===== config.mk =====
export PLATFORM = sky130hd
export DESIGN_NAME = pes_req_stager
export DESIGN_NICKNAME = d
export VERILOG_FILES = /design/src/rtl/pes_req_stager_pkg.sv /design/src/rtl/pes_req_chan.sv /design/src/rtl/pes_req_stager.sv
export SDC_FILE = /design/constraint.sdc
export NUM_CORES = 1
export LEC_CHECK = 0
export ABC_AREA = 0
export CAP_MARGIN = 20
export CORE_MARGIN = 5
export CORE_UTILIZATION = 40
export CTS_BUF_LIST = sky130_fd_sc_hd__clkbuf_16
export CTS_CLUSTER_DIAMETER = 40
export DETAILED_ROUTE_END_ITERATION = 10
export GPL_TIMING_DRIVEN = 0
export SLEW_MARGIN = 20
export SYNTH_ARGS = -nofsm -noshare
export SYNTH_HDL_FRONTEND = slang
export SYNTH_SLANG_ARGS = --single-unit

===== constraint.sdc =====
create_clock -name clk -period 3.5 [get_ports clk]
set_clock_uncertainty 0.2 [all_clocks]
set_input_delay 0.7 -clock clk [delete_from_list [all_inputs] [get_ports clk]]
set_output_delay 0.7 -clock clk [all_outputs]
set_load 0.05 [all_outputs]

===== src/rtl/pes_req_stager_pkg.sv =====
// Shared defaults and types for the request stager in front of the round-robin arbiter.
// Every file in the stager imports this package.
package pes_req_stager_pkg;

  localparam int NUM_REQ_DEF   = 4;
  localparam int DEPTH_DEF     = 4;
  localparam int CNT_W_DEF     = 4;
  localparam int MAX_COUNT_DEF = 100;
  localparam int WAIT_W        = 16;

  // What the pending counter does this cycle.
  typedef enum logic [1:0] {
    OP_HOLD = 2'd0,
    OP_INC  = 2'd1,
    OP_DEC  = 2'd2
  } chan_op_e;

endpackage


===== src/rtl/pes_req_chan.sv =====
// One requestor channel: a saturating pending counter, a starvation wait timer,
// and sticky overflow and spurious-grant flags.
module pes_req_chan
  import pes_req_stager_pkg::*;
#(
  parameter int DEPTH     = DEPTH_DEF,
  parameter int CNT_W     = CNT_W_DEF,
  parameter int MAX_COUNT = MAX_COUNT_DEF
) (
  input  logic clk,
  input  logic rst,
  input  logic push,
  input  logic grant,
  output logic req,
  output logic full,
  output logic ovf,
  output logic spur,
  output logic starve
);

  localparam logic [CNT_W-1:0]  DEPTH_C = CNT_W'(DEPTH);
  localparam logic [WAIT_W-1:0] MAX_C   = WAIT_W'(MAX_COUNT);

  logic [CNT_W-1:0]  pend_cnt_q, pend_cnt_d;
  logic [WAIT_W-1:0] wait_cnt_q, wait_cnt_d;
  logic              ovf_q, ovf_d;
  logic              spur_q, spur_d;
  logic              empty, is_full, pop;
  chan_op_e          op;

  always_comb begin
    empty   = (pend_cnt_q == '0);
    is_full = (pend_cnt_q == DEPTH_C);
    // A grant only retires something when there is something to retire.
    pop     = grant & ~empty;

    op = OP_HOLD;
    if (push && !pop && !is_full) begin
      op = OP_INC;
    end else if (pop && !push) begin
      op = OP_DEC;
    end

    pend_cnt_d = pend_cnt_q;
    case (op)
      OP_INC:  pend_cnt_d = pend_cnt_q + CNT_W'(1);
      OP_DEC:  pend_cnt_d = pend_cnt_q - CNT_W'(1);
      default: pend_cnt_d = pend_cnt_q;
    endcase

    ovf_d  = ovf_q | (push & ~pop & is_full);
    spur_d = spur_q | (grant & empty);

    // Saturating, so starve stays asserted until the channel is served.
    wait_cnt_d = wait_cnt_q;
    if (pop || empty) begin
      wait_cnt_d = '0;
    end else if (wait_cnt_q < MAX_C) begin
      wait_cnt_d = wait_cnt_q + WAIT_W'(1);
    end
  end

  always_ff @(posedge clk or posedge rst) begin
    if (rst) begin
      pend_cnt_q <= '0;
      wait_cnt_q <= '0;
      ovf_q      <= 1'b0;
      spur_q     <= 1'b0;
    end else begin
      pend_cnt_q <= pend_cnt_d;
      wait_cnt_q <= wait_cnt_d;
      ovf_q      <= ovf_d;
      spur_q     <= spur_d;
    end
  end

  assign req    = (pend_cnt_q != '0);
  assign full   = (pend_cnt_q == DEPTH_C);
  assign ovf    = ovf_q;
  assign spur   = spur_q;
  assign starve = (wait_cnt_q >= MAX_C);

endmodule


===== src/rtl/pes_req_stager.sv =====
// Request stager: NUM_REQ independent channels turning push pulses into
// level requests for the arbiter, with debug flags per channel.
module pes_req_stager
  import pes_req_stager_pkg::*;
#(
  parameter int NUM_REQ   = NUM_REQ_DEF,
  parameter int DEPTH     = DEPTH_DEF,
  parameter int CNT_W     = CNT_W_DEF,
  parameter int MAX_COUNT = MAX_COUNT_DEF
) (
`ifdef USE_POWER_PINS
  inout  wire                vccd1,
  inout  wire                vssd1,
`endif
  input  logic               clk,
  input  logic               rst,
  input  logic [NUM_REQ-1:0] push,
  input  logic [NUM_REQ-1:0] grant,
  output logic [NUM_REQ-1:0] req,
  output logic [NUM_REQ-1:0] full,
  output logic [NUM_REQ-1:0] ovf,
  output logic [NUM_REQ-1:0] spur,
  output logic [NUM_REQ-1:0] starve,
  output logic [NUM_REQ-1:0] io_oeb
);

  genvar gi;
  generate
    for (gi = 0; gi < NUM_REQ; gi++) begin : gen_chan
      pes_req_chan #(
        .DEPTH     (DEPTH),
        .CNT_W     (CNT_W),
        .MAX_COUNT (MAX_COUNT)
      ) u_chan (
        .clk    (clk),
        .rst    (rst),
        .push   (push[gi]),
        .grant  (grant[gi]),
        .req    (req[gi]),
        .full   (full[gi]),
        .ovf    (ovf[gi]),
        .spur   (spur[gi]),
        .starve (starve[gi])
      );
    end
  endgenerate

  assign io_oeb = '0;

endmodule


* After elaboration in Yosys (flattened, before gate mapping)
Cells that the tools add are included.
Cells by class: reduce and logical (&&, ||, !) cells 44, order comparisons 8, divide/modulo/power cells 0, muxes and demuxes 20, $mul 0, bitwise gates (word level) 32, shifts and indexed selects 0, equal/unequal tests 12, add/sub/neg operators 12
Operator list (number):
- $mux 16 | 8
- $add 16x1->16 const B | 4
- $ge 16x7->1 const B | 4
- $lt 16x7->1 const B | 4
- $pmux 4 s2 | 4
- $add 4x1->4 const B | 4
- $and 1x1->1 | 16
- $eq 4x3->1 const B | 4
- $logic_not 4->1 | 4
- $mux 2 | 8
- $reduce_bool 2->1 | 8
- $reduce_bool 4->1 | 4
- $sub 4x1->4 const B | 4
- $logic_and 1x1->1 | 12
- $logic_not 1->1 | 12
- $eq 2x1->1 const B | 4
- $eq 2x2->1 const B | 4
- $not 1->1 | 8
- $or 1x1->1 | 8
- $logic_or 1x1->1 | 4
Word-level totals: output and inout port bits 24, input bits 10, bits in writable memories 0, register bits after elaboration 88, memories kept 0, word-level logic and storage cells 144, bits in read-only memories 0, bits in latches 0

* Logic depth before layout (Yosys ltp)
Gate-level depths: netlist of run 1.
depth after elaboration 9, gate-level depth with buffers 9, gate-level depth less buffers 8

* Hierarchy
A second synthesis of run 1 with hierarchy kept.
Unflattened totals: cells, all modules 489, area total of the unflattened synthesis 4618.2 um2
By module, submodules not included:
- pes_req_chan | times used 4, cells an instance 121, area an instance 1146.1 um2
- pes_req_stager | times used 1, cells an instance 5, area an instance 33.8 um2

* Worst setup path before layout of run 1
OpenSTA, ideal clock, no wires.
path kind input -> register, start in grant[0], end reg gen_chan[0].u_chan.pend_cnt_q[2], stages on the path 8, path slack 953 ps, arrival 2261 ps, library setup time 87 ps, path buffers 1, required time 3213 ps, cells stage by stage clkbuf_1 inv_1 nor2_1 mux2_2 ha_1 nor4b_1 a22oi_1 o211ai_1
On the way: word-level cells in the longest chain between the ends 7
RTL lines:
- start: declaration | line pes_req_stager.sv:18 | input logic [NUM_REQ-1:0] grant,
- $and 1x1->1 (*) | line pes_req_chan.sv:35 | pop = grant & ~empty;
- $logic_not 1->1 | line pes_req_chan.sv:38 | if (push && !pop && !is_full) begin
- $logic_and 1x1->1 (2 in a row) | line pes_req_chan.sv:38
- $mux 2 (*) | line pes_req_chan.sv:38
- $eq 2x2->1 / $eq 2x1->1 (equally long branches) | line pes_req_chan.sv:45 | case (op)
- $pmux 4 s2 / $reduce_bool 2->1 (equally long branches)
- end signal: assignment | line pes_req_chan.sv:70 | pend_cnt_q <= pend_cnt_d;
- end: declaration | line pes_req_chan.sv:24 | logic [CNT_W-1:0] pend_cnt_q, pend_cnt_d;
Mark *: on every way between the ends. The rest lies on a longest branch, timed or not. A chain may end at the register's enable or synchronous reset.

* Worst setup path after layout of run 1
start reg gen_chan[0].u_chan.wait_cnt_q[4], end out starve[0]
On the way: word-level cells in the longest chain between the ends 1
RTL lines:
- start: declaration | line pes_req_chan.sv:25 | logic [WAIT_W-1:0] wait_cnt_q, wait_cnt_d;
- start signal: assignment | line pes_req_chan.sv:71 | wait_cnt_q <= wait_cnt_d;
- $ge 16x7->1 | line pes_req_chan.sv:81 | assign starve = (wait_cnt_q >= MAX_C);
- end: declaration | line pes_req_stager.sv:23 | output logic [NUM_REQ-1:0] starve,
No other way between the ends.

==> results of run 1 <==
==> worst min-delay path by stage <==
stage,slack [ps],endpoint,startpoint
after floorplan,230,gen_chan[0].u_chan.ovf,gen_chan[0].u_chan.ovf
after CTS,260,gen_chan[3].u_chan.spur,gen_chan[3].u_chan.spur
after detailed placement,250,gen_chan[2].u_chan.spur,gen_chan[2].u_chan.spur
after global placement,240,gen_chan[3].u_chan.spur,gen_chan[3].u_chan.spur
final,250,gen_chan[3].u_chan.spur,gen_chan[3].u_chan.spur
after global routing,280,gen_chan[0].u_chan.ovf,gen_chan[0].u_chan.ovf
==> routing by layer <==
layer	vias up	global-route usage
li1	1795	-
met1	1703	0.169
met2	49	0.204
met3	12	0.0351
met4	0	0.0459
met5	-	0
==> final cells by class <==
cell class                      instances  area (um^2)  area share
Buffer                                 46          270      0.0493
Clock buffer                            9          225      0.0411
Clock inverter                          7         86.3      0.0158
Inverter                               19         73.8      0.0135
Multi-Input combinational cell        336         2150       0.393
Sequential cell                        88         2200       0.402
Tap cell                              143          179      0.0327
Timing Repair Buffer                   27          290      0.0530
==> cells by family after synthesis <==
kind of cell	count (synthesis)
AOI/OAI and AO/OA	111
xor gates and xnor gates	4
adders and majority gates	12
buffers and inverters	65
DFF	88
muxes	6
other	1
and+or+nand+nor	199
==> state kept, by name, summed over array words and instances, names as in the netlist <==
name and count:
gen_chan.u_chan.ovf 4, gen_chan.u_chan.wait_cnt_q 64, gen_chan.u_chan.pend_cnt_q 16, gen_chan.u_chan.spur 4
==> placed cells by master (no fill, tap or decap), drive strengths merged, types with 4 or more instances in the layout <==
cell type and instances:
a31oi 6, nor3 17, nor4 10, nor2 24, and2 41, o21ai 24, conb 4, nand2 26
nand3 19, o31ai 7, ha 12, a32oi 4, or4 5, inv 19, nand2b 8, or3 16
and3 8, nand4 4, a21o 10, clkbuf 25, clkinv 5, a21oi 31, dfrtp 88, clkdlybuf4s50 25
buf 31, nor2b 10
==> through the flow <==
step / area (um^2) / std cells / setup TNS [ps] / setup WS, ps / hold WS (ps)
2_1_floorplan: 4680 / 489 / 0 / 321 / 229
3_3_place_gp: 5120 / 658 / -100910 / -1150 / 242
3_5_place_dp: 5150 / 659 / 0 / 203 / 246
4_1_cts: 5460 / 675 / 0 / 2.56 / 260
5_1_grt: 5480 / 675 / 0 / 62.9 / 282
6_report: 5480 / 675 / 0 / 200 / 254
==> cells in the mapped netlist, types with 3 or more instances <==
master	n	area share
a32oi_1	4	0.0075
clkbuf_1	16	0.013
nand2_1	26	0.021
nor3_1	17	0.018
ha_1	12	0.032
and2_1	41	0.055
buf_4	24	0.039
nor2_1	24	0.019
nand3_1	19	0.020
mux2i_1	3	0.0064
nand4_1	4	0.0054
o211ai_1	3	0.0048
mux2_2	3	0.0072
nor2b_1	10	0.013
buf_2	6	0.0064
or4_1	5	0.0080
a31oi_1	6	0.0080
o31ai_1	7	0.011
nand2b_1	8	0.011
and3_1	8	0.011
nor4_1	6	0.0080
or3_1	14	0.019
a21o_1	10	0.016
inv_1	19	0.015
a21oi_1	31	0.033
dfrtp_1	88	0.47
o21ai_0	24	0.026
==> power groups by stage <==
stage / clock network [mW] / registers (mW) / logic, mW
after floorplan: 0 / 1.30 / 1.12
after global placement: 0 / 1.33 / 1.39
after detailed placement: 0 / 1.33 / 1.42
after CTS: 1.03 / 1.31 / 1.43
after global routing: 1.07 / 1.35 / 1.57
final: 0.999 / 1.32 / 1.42
==> repair_timing <==
item	4_1_cts	5_1_grt
endpoints found under the setup margin	1	3
pin swaps	0	0
hold buffers	0	0
resized for setup	1	3
setup buffers	0	0
==> worst max-delay path, delay by kind of cell, from the launching register on <==
kind                   cells  cell delay (ps)
buffers and inverters      2              890
AND/OR/NAND/NOR            2              500
flip-flops                 1              440
AO/OA/AOI/OAI              1              240
==> results by group, run 1 <==
GRT
  – Initial antenna violation count: 0
  – Largest net degree at the start of global routing: 53
  – GRT overflow: 0
  – GRT Overall Usage: 0.129
  – First-pass GRT wire length: around 15000 um
  – Vias in the first global route: 3378

Setup path
  – Worst flop-to-flop path endpoint: gen_chan[0].u_chan.pend_cnt_q[2]
  – Critical R2R Launch: gen_chan[0].u_chan.pend_cnt_q[0]
  – Worst setup SP type: flop
  – Critical path, cell by cell: nor4bb_1 > o21ai_0 > nand2_1 > buf_4 > clkdlybuf4s50_1
  – FF-to-FF path depth: 8
  – Setup crit end kind: primary output
  – Worst EP required: ~2600 ps
  – CP Class: flop to primary output
  – Worst setup endpoint: starve[0]
  – Critical path arrival: between 2000 and 2500 ps
  – Worst path max stage delay: approximately 790 ps
  – Setup slack, reg-to-reg: 930 ps
  – Crit path launch: gen_chan[0].u_chan.wait_cnt_q[4]
  – Peak fanout along the critical path: 7
  – Worst path slowest cell: clkdlybuf4s50_1

Power
  – Psw: 1.37 mW
  – PwrDens: 683 nW/um^2
  – Combinational fraction of design power: 0.380
  – Max IR drop VDD: 0.421 mV
  – Internal Dissipation: 2.37 mW
  – Clock share of power: 0.267
  – Switching Fraction: 0.367
  – Power Total: 3.74 mW
  – LEAKAGE: 2.44 nW
  – Share of total power in sequential cells: 0.353

Timing
  – Slew HR: 0.504
  – Unrepaired setup endpoints after global routing: no
  – Final Setup Violations: 0
  – Fin crit period: between 3000 and 4000 ps
  – Worst slew pin tran: 739 ps
  – Max Slew Vio Count: 0
  – Final hold violations: 0
  – Max Fclk: 303 MHz
  – Post-route clock period utilization: 0.943

Synthesis
  – Largest family of logic cells by synthesized area: simple AND/OR/NAND/NOR gates
  – Main synth FF type: dfrtp_1
  – Mapped cell area: 4670 um^2
  – Syn Inst Count: roughly 500
  – Number of warnings issued by yosys: 0
  – Post-synth EDFFs: 0
  – Sequential-to-total area share from yosys stat: 0.472
  – Compound-Gate Fraction of Synth Area: 0.154
  – Synthesis-stage register bit count: 88
  – Fraction of the mapped netlist area in simple logic gates: 0.247
  – FFs w/ async S/R, synth: 1.00
  – Mux share of post-synthesis cell area: 0.0137
  – Synth Area in Adders: 0.0322
  – XOR/XNOR share of the synthesized area: 0.00751
  – Syn Area/Cell: 9.60 um^2
  – Cell variety after synth: 59

Drt
  – Iteration-0 DRC count of the detailed router: 226
  – Met3 wire length: about 290 um
  – Routed wl met2: 4050 um
  – M1 wire length: 4160 um
  – Wire per inst: about 13 um
  – DRT Wirelength: 8590 um
  – Post-route ant nets: 0
  – Residual DRC count: 0
  – DR vias: 3559
  – Via/cell ratio: about 5.3
  – DR top layer: met4
  – First-pass DRT Iterations: 4

CTS
  – Total CTS buffers: 9
  – CTS clk-pin slew, worst paths: 60 ps
  – CTS tree: done
  – Clock sinks: 88
  – Clock latency on the worst-skew pair: 340 ps
  – H-Tree Depth: 3
  – Clock root buffer: clkbuf_16
  – CTS max path bufs: 2

Floorplanning
  – Chip Height: 118 um
  – Die area: 13900 um^2
  – Die span in x: 118 um
  – Starting Density: 0.409
  – Core Area: 11400 um^2
  – Top Ports: 34
  – FP Rows: 39

Finish
  – Post-layout util: 0.480
  – Area Growth Syn to Fin: 17.4%
  – FILL cells: 1101
  – Antenna cells: 0
  – Nets: 549
  – Share of cells above drive strength 1: 0.117

Placement
  – Final GP Congestion: around 0.84
  – HPWL after DPL: 6010 um
  – Port Buffer Count: 26

Run status
  – Outcome: finished, final reports clean

Worst hold path
  – Hold path cells: 1
  – Worst hold path class: flop to flop

Job
  – Max-cap violations: 0
(Power assumes the default switching activity.)
==> run 2: changes to the inputs <==
SETUP_SLACK_MARGIN = 0.15   (was unset)
TNS_END_PERCENT = 50   (was unset)
clock period = 3.4 ns   (was 3.5 ns; I/O delays follow)
==> results by group, run 2 (synthesis results as in run 1) <==
CTS
  – Clock sinks: 88 (unchanged)
  – Total CTS buffers: 9 (unchanged)
  – CTS tree: done
  – Clock root buffer: clkbuf_16
  – Clock latency on the worst-skew pair: 340 ps (about the same)
  – CTS max path bufs: 2 (unchanged)
  – H-Tree Depth: 3 (unchanged)
  – CTS clk-pin slew, worst paths: 60 ps (about the same)
  – Hold Buf Count CTS: 0 (unchanged)

Setup path
  – CP Class: flop to primary output
  – Worst setup SP type: flop
  – Critical path arrival: 2350 ps (-50 ps)
  – Setup slack, reg-to-reg: 810 ps (-120 ps)
  – Peak fanout along the critical path: 10 (+3)
  – Worst EP required: 2520 ps (-80 ps)
  – Setup crit end kind: primary output
  – FF-to-FF path depth: 9 (+1)

Drt
  – Via/cell ratio: 5.27 (about the same)
  – Iteration-0 DRC count of the detailed router: 212 (-6.2%)
  – First-pass DRT Iterations: 4 (unchanged)
  – DR vias: 3577 (+0.51%)
  – DRT Wirelength: 8590 um (about the same)
  – Wire per inst: 12.6 um (-0.61%)
  – Post-route ant nets: 0 (unchanged)
  – Residual DRC count: 0 (unchanged)

Finish
  – Area Growth Syn to Fin: 18.2%
  – Antenna cells: 0 (unchanged)
  – Most frequent cells in the layout: dfrtp_1 (88), and2_1 (41), a21oi_1 (31)
  – Largest register FFs: 64 (unchanged)
  – Nets: 553 (+0.73%)
  – Post-layout util: 0.483 (+0.00329)
  – Top reg by flops: gen_chan.u_chan.wait_cnt_q
  – Top flop regs: gen_chan.u_chan.wait_cnt_q: 64 flops, gen_chan.u_chan.pend_cnt_q: 16 flops
  – Most common cell after layout, fill and taps aside: dfrtp_1
  – Share of cells above drive strength 1: 0.123 (+0.00659)
  – Post-route insts no fill: 679 (+0.59%)
  – Final design instance area without fill: 5520 um^2 (+0.69%)

Timing
  – Slack of the critical path: 169 ps (-30.4 ps)
  – Fin crit period: 3230 ps
  – Final Setup Violations: 0 (unchanged)
  – Unrepaired setup endpoints after global routing: yes
  – Worst slew pin tran: 735 ps (-3.12 ps)
  – Max Fclk: 310 MHz
  – Final hold violations: 0 (unchanged)
  – Slew HR: 0.506 (+0.00210)
  – Max Slew Vio Count: 0 (unchanged)
  – Post-route clock period utilization: 0.950

GRT
  – Initial antenna violation count: 0 (unchanged)
  – GRT overflow: 0 (unchanged)
  – GRT Overall Usage: 0.129 (+0.000203)
  – Largest net degree at the start of global routing: 53 (unchanged)
  – Vias in the first global route: 3374 (-0.12%)
  – First-pass GRT wire length: 15300 um (+0.22%)

Placement
  – HPWL after DPL: 6010 um (unchanged)
  – Setup WS pre-CTS: 123 ps (-80.0 ps)
  – Port Buffer Count: 26 (unchanged)
  – Final GP Congestion: 0.838 (unchanged)
  – Cell count after placement: 659 (unchanged)
  – Cell area after placement: 5150 um^2 (unchanged)

Floorplanning
  – Top Ports: 34 (unchanged)
  – FP Rows: 39 (unchanged)
  – Die area: 13900 um^2 (unchanged)
  – Chip Height: 118 um (unchanged)
  – Core Area: 11400 um^2 (unchanged)
  – Starting Density: 0.409 (unchanged)
  – Die span in x: 118 um (unchanged)

Power
  – Share of total power in sequential cells: 0.350 (-0.003)
  – Clock share of power: 0.265 (-0.002)
  – Power Total: 3.88 mW (+3.9%)
  – LEAKAGE: 2.48 nW (+1.9%)
  – Max IR drop VDD: 0.492 mV (+17%)
  – Combinational fraction of design power: 0.386 (+0.006)
  – PwrDens: 704 nW/um^2 (+3.2%)
  – Psw: 1.42 mW (+3.4%)
  – Switching Fraction: 0.365 (-0.00167)
  – Internal Dissipation: 2.47 mW (+4.2%)

Worst hold path
  – Worst hold path class: flop to flop
  – Hold path cells: 1 (unchanged)

Job
  – Max-cap violations: 0 (unchanged)

Run status
  – Outcome: finished, final reports clean
-- run 2: metal layers --
metal | GRT usage | routed length [um] | part of all wire
met5 | 0 | 0 | 0
met4 | 0.0459 | 104 | 0.012
met3 | 0.0341 | 234 | 0.027
met2 | 0.204 | 4060 | 0.47
met1 | 0.170 | 4190 | 0.49
-- run 2: power by group through the flow --
stage | combinational [mW] | clock [mW] | sequential [mW]
after global placement | 1.43 | 0 | 1.37
after global routing | 1.65 | 1.10 | 1.39
after CTS | 1.47 | 1.06 | 1.36
final | 1.50 | 1.03 | 1.36
after floorplan | 1.16 | 0 | 1.33
after detailed placement | 1.47 | 0 | 1.37
-- run 2: final timing paths --
| path | startpoint | to |
|---|---|---|
| worst min-delay path | gen_chan[3].u_chan.spur | gen_chan[3].u_chan.spur |
| worst min register to register | gen_chan[3].u_chan.spur | gen_chan[3].u_chan.spur |
| worst max-delay path | gen_chan[3].u_chan.pend_cnt_q[1] | full[3] |
| min in group asynchronous | rst | gen_chan[3].u_chan.pend_cnt_q[2] |
| worst max register to register | gen_chan[0].u_chan.pend_cnt_q[0] | gen_chan[0].u_chan.pend_cnt_q[2] |
| max in group asynchronous | rst | gen_chan[0].u_chan.wait_cnt_q[10] |
-- run 2: what timing repair did --
action / in CTS / in global routing
cloned: 0 / 0
pin swaps: 0 / 1
resized for setup: 3 / 4
buffers inserted: 0 / 4
endpoints found under the setup margin: 6 / 8
-- run 2: area by class of cell --
cell class | count | area (um^2)
clock inverter | 7 | 86.3
fill | 1101 | 5900
tap | 143 | 179
inverter | 19 | 73.8
sequential | 88 | 2200
clock buffer | 9 | 225
timing repair buffer | 31 | 322
buffer | 46 | 270
multi-input combinational | 336 | 2160
-- run 2: critical path, stage by stage (launching register included) --
cell and delay (ps):
dfrtp_1 400, clkbuf_1 220, nor3_1 340, and2_1 170
buf_4 90, clkdlybuf4s50_1 790
-- run 2: through the flow --
step                hold WS [ps]  setup TNS, ps
floorplan                    229              0
detailed placement           246              0
global route                 282              0
global placement             242        -107950
CTS                          260              0
finish                       254              0
==> run 3: changes to the inputs <==
CAP_MARGIN = 10   (was 20)
CTS_CLUSTER_DIAMETER = 50   (was 40)
==> results of run 3 <==
Final layout, timing and power as in run 2 (identical DEF).
==> edit: new RTL, config.mk and constraints of run 1 <==
Change the package constant `CNT_W_DEF` from 4 to 5.
--- a/src/rtl/pes_req_stager_pkg.sv
+++ b/src/rtl/pes_req_stager_pkg.sv
@@ -6,3 +6,3 @@
   localparam int DEPTH_DEF     = 4;
-  localparam int CNT_W_DEF     = 4;
+  localparam int CNT_W_DEF     = 5;
   localparam int MAX_COUNT_DEF = 100;
Formal check against the unedited RTL: no difference found for any inputs over 10 cycles, from zero or initial values and one cycle with rst high; that may be too few to reach the edited logic, so the function may still have changed.
==> edit against run 1 <==
Setup slack worse by 0.013 ns; synthesized cell count fell by 11%; largest power group is now registers; hold slack better by 0.017 ns; sequential cell count grew 4; final area increased by 0.75%; sequential share of layout area is 1.5 points higher; wire length shrank 5.8%; final cell count down 7.3%; total power up 4.5%; area after synthesis increased by 0.38%; utilization rose by 0.16 points; via count decreased by 9.7%.
==> edit: results (changes against run 1) <==
[synth]
syn_area_per_cell_um2=10.8  ; +12%
synth-seq-area-share=0.492  ; +0.0196
netlist_area_um2=4680  ; +0.38%
yosys-top-cells-count=92 x dfrtp_1, 39 x and2_1, 32 x inv_1

[power_and_ir_drop]
p_seq_frac=0.379  ; +0.026
powerComb_mw=1.37  ; -4%
ir_drop_mv=0.424  ; +0.59%
seq_power_mw=1.48  ; +12%

[layout]
inv_count=32  ; +13
fin_area_um2=5520  ; +0.75%
nMultiInputCombCells=284  ; -15%
multi_input_area_share=0.375  ; -0.0179
register_area_um2=2300  ; +4.5%
nFillCells=1023  ; -7.1%
final_cells=626  ; -7.3%
buffers=59  ; -19%

[global_routing]
grt_pass1_vias=3349  ; -0.86%
grt_start_max_net_pins=78  ; +47%

[drt]
wl_per_cell_um=12.9  ; +1.6%
drt_iter0_drc=150  ; -34%

[clock_tree]
cts-resized-gates=0  ; -1
clock-sinks=92  ; +4.5%

[placed_design]
place_ws_ns=0.0151  ; -0.188 ns
placedCellCount=610  ; -7.4%
placed_area_um2=5200  ; +0.97%

[critical_path]
crit_fanout=5  ; -2

[outcome]
status=completed

edit: cell count changes after synthesis, sizes merged, moves of 7 or more:
cell    before  now
ha          12   20
clkbuf      16    1
a21oi       31   23
and3         8    1
nand2       26   14
nor3        17    5
nand3       19   11
xnor2        2   12
inv         19   32
nor2b       10    2
mux2i        3   11
nand2b       8    1
edit: metal layers:
layer,wire length (um),track usage,up-vias
met5,0,0,-
met4,134,0.0530,0
met3,175,0.0186,8
met2,3870,0.204,37
met1,3910,0.161,1563
li1,-,-,1606
edit: logic make-up after synthesis:
kind of cell | after synthesis | share of synthesized area
AOI/OAI and AO/OA | 86 | 0.127
muxes | 17 | 0.0379
xor gates and xnor gates | 17 | 0.0318
adders and majority gates | 24 | 0.0705
buffers and inverters | 61 | 0.0692
other | 1 | 0.000801
and+or+nand+nor | 136 | 0.171
DFF | 92 | 0.492
edit: final timing paths:
| kind | cells after the start | start | slack (ns) | end |
|---|---|---|---|---|
| max | 4 | gen_chan[3].u_chan.pend_cnt_q[3] | 0.19 | full[3] |
| min | 1 | gen_chan[1].u_chan.ovf | 0.27 | gen_chan[1].u_chan.ovf |
| max reg2reg | 8 | gen_chan[3].u_chan.pend_cnt_q[3] | 0.44 | gen_chan[3].u_chan.pend_cnt_q[4] |
| min reg2reg | 1 | gen_chan[1].u_chan.ovf | 0.27 | gen_chan[1].u_chan.ovf |
| max in group asynchronous | 3 | rst | 2.03 | gen_chan[2].u_chan.wait_cnt_q[10] |
| min in group asynchronous | 2 | rst | 0.47 | gen_chan[0].u_chan.pend_cnt_q[4] |
edit: worst reg2reg max path: stages (launching register included):
cell,delay (ns)
dfrtp_1,0.43
nor4_1,0.49
a211o_1,0.33
inv_1,0.12
ha_1,0.33
nor2b_1,0.14
o21ai_0,0.31
a21boi_0,0.15
a2111o_1,0.43
